File: config.mk
export PLATFORM = sky130hd
export DESIGN_NAME = knn_neighbor_selector
export DESIGN_NICKNAME = d
export VERILOG_FILES = /design/src/rtl/knn_neighbor_selector.sv
export SDC_FILE = /design/constraint.sdc
export NUM_CORES = 1
export LEC_CHECK = 0
export CORE_MARGIN = 2
export CORE_UTILIZATION = 40
export DETAILED_ROUTE_END_ITERATION = 8
export SLEW_MARGIN = 20
export SYNTH_ARGS = -nofsm -noshare
export SYNTH_HDL_FRONTEND = slang
export SYNTH_SLANG_ARGS = --single-unit
File: constraint.sdc
create_clock -name clk -period 6.02 [get_ports clk]
set_input_delay 0.602 -clock clk [delete_from_list [all_inputs] [get_ports clk]]
set_output_delay 0.602 -clock clk [all_outputs]
set_load 0.03 [all_outputs]
File: src/rtl/knn_neighbor_selector.sv
// -----------------------------------------------------------------------------
// knn_neighbor_selector
//
// Consumer end of the KNN distance stream. Requests one training-sample
// distance at a time from the distance calculator (calc_ready / dist_done
// handshake). It keeps the K smallest distances and their class labels in an
// ascending list. After the last sample it runs a majority vote and presents
// the winning class with a one-cycle result_valid pulse.
//
// Parameters:
//   K           neighbours kept (1 <= K <= NUM_TRAIN)
//   W           distance / class-label width
//   NUM_TRAIN   training samples per classification (>= 1)
//   NUM_CLASSES labels 0..NUM_CLASSES-1 are valid
//
// Ports:
//   clk, rst          clock, synchronous active-high reset
//   start             begin a classification (only looked at while idle)
//   dist_done         calculator result strobe; distance/data_type valid
//   distance          squared distance of the current training sample
//   data_type         class label of the current training sample
//   calc_ready        one-cycle request for the next sample
//   busy              high from accepted start through the result cycle
//   predicted_class   vote winner, all ones when no neighbour was kept
//   nearest_distance  closest kept distance, all ones when list is empty
//   result_valid      one-cycle pulse, result outputs valid
// -----------------------------------------------------------------------------
module knn_neighbor_selector #(
  parameter int K           = 3,
  parameter int W           = 16,
  parameter int NUM_TRAIN   = 8,
  parameter int NUM_CLASSES = 4
) (
  input  logic         clk,
  input  logic         rst,
  input  logic         start,
  input  logic         dist_done,
  input  logic [W-1:0] distance,
  input  logic [W-1:0] data_type,
  output logic         calc_ready,
  output logic         busy,
  output logic [W-1:0] predicted_class,
  output logic [W-1:0] nearest_distance,
  output logic         result_valid
);

  // The counter only ever holds 0..NUM_TRAIN-1 before leaving COLLECT.
  localparam int CNT_W = (NUM_TRAIN > 1) ? $clog2(NUM_TRAIN) : 1;
  localparam int VC_W  = $clog2(K + 1);
  localparam logic [CNT_W-1:0] LAST_IDX    = CNT_W'(NUM_TRAIN - 1);
  // One extra bit so NUM_CLASSES == 2^W is representable.
  localparam logic [W:0]       CLASS_LIMIT = (W + 1)'(NUM_CLASSES);

  typedef enum logic [1:0] {
    IDLE,
    COLLECT,
    VOTE,
    DONE
  } state_t;

  state_t           state_reg, state_next;
  logic [CNT_W-1:0] count_reg, count_next;
  logic             calc_ready_reg, calc_ready_next;

  // Neighbour list, ascending by distance. Entries are held in flops because
  // every slot may shift in the same cycle.
  logic [W-1:0]     dist_reg [K];
  logic [W-1:0]     type_reg [K];
  logic [K-1:0]     occ_reg;

  logic [W-1:0]     predicted_class_reg;
  logic [W-1:0]     nearest_distance_reg;

  // ---------------------------------------------------------------------------
  // Control FSM
  // ---------------------------------------------------------------------------
  always_ff @(posedge clk) begin
    if (rst) begin
      state_reg      <= IDLE;
      count_reg      <= '0;
      calc_ready_reg <= 1'b0;
    end else begin
      state_reg      <= state_next;
      count_reg      <= count_next;
      calc_ready_reg <= calc_ready_next;
    end
  end

  always_comb begin
    state_next      = state_reg;
    count_next      = count_reg;
    calc_ready_next = 1'b0;
    case (state_reg)
      IDLE: begin
        if (start) begin
          state_next      = COLLECT;
          count_next      = '0;
          calc_ready_next = 1'b1;
        end
      end
      COLLECT: begin
        if (dist_done) begin
          count_next = count_reg + CNT_W'(1);
          if (count_reg == LAST_IDX) begin
            state_next = VOTE;
          end else begin
            calc_ready_next = 1'b1;
          end
        end
      end
      VOTE:    state_next = DONE;
      DONE:    state_next = IDLE;
      default: state_next = IDLE;
    endcase
  end

  // ---------------------------------------------------------------------------
  // Sorted insertion
  // ---------------------------------------------------------------------------
  logic         clear_list;
  logic         label_ok;
  logic         insert_en;
  logic [K-1:0] closer;          // distance strictly below slot's distance
  logic [W-1:0] ins_dist [K];
  logic [W-1:0] ins_type [K];
  logic [K-1:0] ins_occ;

  assign clear_list = (state_reg == IDLE) && start;
  assign label_ok   = ({1'b0, data_type} < CLASS_LIMIT);
  // Because the list is ascending, beating the last slot means a slot exists.
  assign insert_en  = (state_reg == COLLECT) && dist_done && closer[K-1] && label_ok;

  genvar gi;
  generate
    for (gi = 0; gi < K; gi++) begin : g_slot
      assign closer[gi] = (distance < dist_reg[gi]);
      if (gi == 0) begin : g_head
        assign ins_dist[gi] = distance;
        assign ins_type[gi] = data_type;
        assign ins_occ[gi]  = 1'b1;
      end else begin : g_body
        // closer[] is monotonic along the list: a slot takes the new sample
        // only if it is the first one beaten, otherwise it inherits its upper
        // neighbour. Strict compare keeps earlier equal samples ahead.
        assign ins_dist[gi] = closer[gi-1] ? dist_reg[gi-1] : distance;
        assign ins_type[gi] = closer[gi-1] ? type_reg[gi-1] : data_type;
        assign ins_occ[gi]  = closer[gi-1] ? occ_reg[gi-1]  : 1'b1;
      end
    end
  endgenerate

  always_ff @(posedge clk) begin
    for (int i = 0; i < K; i++) begin
      if (rst || clear_list) begin
        dist_reg[i] <= '1;
        type_reg[i] <= '0;
        occ_reg[i]  <= 1'b0;
      end else if (insert_en && closer[i]) begin
        dist_reg[i] <= ins_dist[i];
        type_reg[i] <= ins_type[i];
        occ_reg[i]  <= ins_occ[i];
      end
    end
  end

  // ---------------------------------------------------------------------------
  // Majority vote
  // Each slot counts how many occupied slots share its label. Scanning slots
  // from nearest to farthest and only replacing on a strictly larger count
  // resolves class ties in favour of the class seen nearest first.
  // ---------------------------------------------------------------------------
  logic [VC_W-1:0] votes [K];
  logic [VC_W-1:0] best_votes;
  logic [W-1:0]    winner;

  generate
    for (gi = 0; gi < K; gi++) begin : g_vote
      logic [VC_W-1:0] tally;
      always_comb begin
        tally = '0;
        for (int j = 0; j < K; j++) begin
          if (occ_reg[gi] && occ_reg[j] && (type_reg[j] == type_reg[gi])) begin
            tally = tally + VC_W'(1);
          end
        end
      end
      assign votes[gi] = tally;
    end
  endgenerate

  always_comb begin
    best_votes = '0;
    winner     = '1;             // empty list reports all ones
    for (int i = 0; i < K; i++) begin
      if (votes[i] > best_votes) begin
        best_votes = votes[i];
        winner     = type_reg[i];
      end
    end
  end

  always_ff @(posedge clk) begin
    if (rst) begin
      predicted_class_reg  <= '0;
      nearest_distance_reg <= '0;
    end else if (state_reg == VOTE) begin
      predicted_class_reg  <= winner;
      nearest_distance_reg <= dist_reg[0];
    end
  end

  // ---------------------------------------------------------------------------
  // Outputs
  // ---------------------------------------------------------------------------
  assign calc_ready       = calc_ready_reg;
  assign busy             = (state_reg != IDLE);
  assign result_valid     = (state_reg == DONE);
  assign predicted_class  = predicted_class_reg;
  assign nearest_distance = nearest_distance_reg;

endmodule

==> results.md <==
- Routability congestion estimate: between 0.9 and 1
- Setup WS pre-CTS: 1.34 ns
- Hold Crit Depth: 2
- Clk_lat worst skew: 0.42 ns
- Drt first pass iters: 5
- Clock Sinks: roughly 140
- CP arrival: 5.09 ns
- CTS H-tree depth: 4
- Share of power burned in registers: 39.6%
- Setup slack after layout: 1.27 ns
- Top FF cell, synth: edfxtp_1
- R2R depth: 16
- Die H: 145 um
- Final Cycle Share: 78.8%
- Worst reg2reg startpoint: type_reg[0][12]$_SDFFCE_PN0P_
- Post-CTS Setup Bufs: 0
- Rows: 51
- Synthesized area: approximately 8000 um^2
- Setup Skew: between 0.008 and 0.009 ns
- Slew Limit Headroom: between 30% and 40%
- Die area: 21,100 um^2
- Max-Cap Viols: 0
- Max IR drop VDD: 0.000184 V
- Diodes inserted: 0
- Period minus WS final: 4.75 ns
- Clock Tree Buf Depth: 2
- Status: completed
- Startpoint Class: register
- # DRC: 0
- CTS tree: done
- Core footprint: 19,500 um^2
- Wire per inst: roughly 20 um
- DRT antenna net count: 0
- Post-synth ARST share: 0%
- Global-route wire length before repair: 34,700 um
- Syn_area_per_cell: 10.6 um^2
- Filler cell count: 1,799
- Yosys warns: 0
- Gr ovfl total: 0
- Hold Crit Start: nearest_distance[4]$_SDFFE_PP0P_
- Post-Route WL: between 20,000 and 25,000 um
- Logic pwr share: 28.6%
- Kind of critical path: reg -> reg
- Fin. max-slew vios: 0
- Total Neg Setup Slack: 0 ns
- Sw Pwr: 1.16 mW
- CTS Hold Bufs: 0
- Vias in the first global route: 6,225
- DR vias: 6,184
- Cell variety after synth: 56
- Post-synthesis sequential area ratio: 46.5%
- Initial Util: 40.8%
- Largest net degree at the start of global routing: 51
- WP data required: 6.36 ns
- # setup viols final: 0
- Hold Crit Class: reg -> reg
- R2R setup slack: 1.27 ns
- Post-CTS resize count: 0
- TritonCTS Buffers: 17
- Vias per cell: 5.59
- IO buf count: 70
- Area leader, netlist: edfxtp_1
- Reg2reg end: predicted_class[3]$_SDFFE_PP0P_
- Static Leak: 3.74 nW
- Crit end category: register
- Clock network fraction of design power: 31.8%
- HPWL after detailed placement: 15,000 um
- Post-synth EDFFs: 96
- Top-area cell type share of the netlist area: 36.2%
- GR Util All Layers: 21.3%
- Worst slew pin tran: just over 0.9 ns
- Worst Path Max Fanout: 16
- Antenna violations before repair: 0
- Max Freq: 211 MHz
- Placed Cells: 1,075
- Top cells by area, synth: edfxtp_1, dfxtp_1, ha_1
- End of the worst hold path: nearest_distance[4]$_SDFFE_PP0P_
- Fin nets: 928
- Layout Area Growth over Synthesis: 20.9%
- Final hold vios: 0
- IO Count: 71
- Cell-internal power: 2.26 mW
- Pwr/cell area: 354 nW/um^2
- Most numerous cell in the Yosys netlist: edfxtp_1
- Multi-input combinational cell area: roughly 4000 um^2
- Chip Width: 145 um
- Reg clk slew, reported paths: 0.06 ns
- Root buf cell: clkbuf_16
- Sw Ratio: around 34%
- RSZ-0062 raised after global routing: no
- Seq. cell area: roughly 3700 um^2
- Post-Layout Cell Count: approximately 1,100
- Syn Inst Count: 751
- Starting DRT DRC Count: 506
- Layout cell share with drive strength beyond 1: 6.65%
- Post-synth top cells: edfxtp_1, ha_1, inv_1
- Flops & latches, synth: 137
[cell families after synthesis]
group	share of synthesized area (%)
xor gates and xnor gates	5.60
DFF	46.5
muxes	6.91
buffers and inverters	5.05
AOI/OAI and AO/OA	14.1
and+or+nand+nor	11.9
other	0.0471
adders and majority gates	9.89
[metal layers]
metal  wire length, um  part of all wire [%]  track usage, %
met1             10000                    46            29.9
met2              9590                    44            31.8
met3              1570                   7.2            4.15
met4               683                   3.1            9.41
met5                 0                     0               0
[cell type report]
cell class                      count  share of cell area, %
Clock buffer                       23                   5.75
Clock inverter                      9                  0.701
Inverter                           64                   2.49
Multi-Input combinational cell    527                   40.8
Sequential cell                   137                   38.4
Tap cell                          265                   3.44
Timing Repair Buffer               82                   8.34
[how the worst max path moves through the flow]
stage                             startpoint                                to  slack, ns  depth (start not counted)
5_1_grt        type_reg[0][12]$_SDFFCE_PN0P_   predicted_class[8]$_SDFFE_PP0P_       0.99                         17
6_report       type_reg[0][12]$_SDFFCE_PN0P_   predicted_class[3]$_SDFFE_PP0P_       1.27                         16
3_3_place_gp   type_reg[0][12]$_SDFFCE_PN0P_  predicted_class[14]$_SDFFE_PP0P_       1.50                         17
3_5_place_dp   type_reg[0][12]$_SDFFCE_PN0P_   predicted_class[8]$_SDFFE_PP0P_       1.34                         16
4_1_cts        type_reg[0][12]$_SDFFCE_PN0P_   predicted_class[3]$_SDFFE_PP0P_       1.32                         16
2_1_floorplan                    distance[5]      dist_reg[1][0]$_SDFFCE_PN1P_       1.23                          8
[critical path, cell delays in order, from the launching register on]
cell and delay, ns:
edfxtp_1 0.47, xnor2_1 0.30, nand4_1 0.15, or4_1 0.53, or4_1 0.49, ha_1 0.22
inv_1 0.12, mux2i_1 0.13, ha_1 0.35, nor2b_1 0.14, o21ai_1 0.20, mux2i_1 0.22
ha_1 0.25, nand2_1 0.08, o21a_1 0.61, a31oi_1 0.19, o22ai_1 0.19
[stage by stage]
step                hold WS [ns]  util, %  power, mW  area [um^2]
floorplan                  0.481        -       1.94         8020
global placement           0.473     46.2       2.32         9010
detailed placement         0.482     46.2       2.34         9010
CTS                        0.496     49.3       3.43         9630
global route               0.522     49.3       3.56         9630
finish                     0.494     49.3       3.41         9630
[power groups by stage]
stage	registers (mW)	clock network (mW)	logic, mW
3_3_place_gp	1.36	0	0.961
3_5_place_dp	1.37	0	0.975
5_1_grt	1.37	1.14	1.05
6_report	1.35	1.09	0.975
2_1_floorplan	1.49	0	0.448
4_1_cts	1.35	1.11	0.981
[cells in the final DEF (no fill, tap or decap), types with 16 or more instances in the layout]
cell type        count
nor2_1              61
edfxtp_1            96
mux2i_1             55
clkdlybuf4s50_1     70
ha_1                62
nand2b_1            17
nand2_1             46
xor2_1              19
nor2b_1             22
clkbuf_16           22
a311oi_1            16
o22ai_1             16
xnor2_1             32
o211ai_1            31
dfxtp_1             41
inv_1               63
a31oi_1             17
o221ai_1            16
Power figures use the tool's default switching activity.
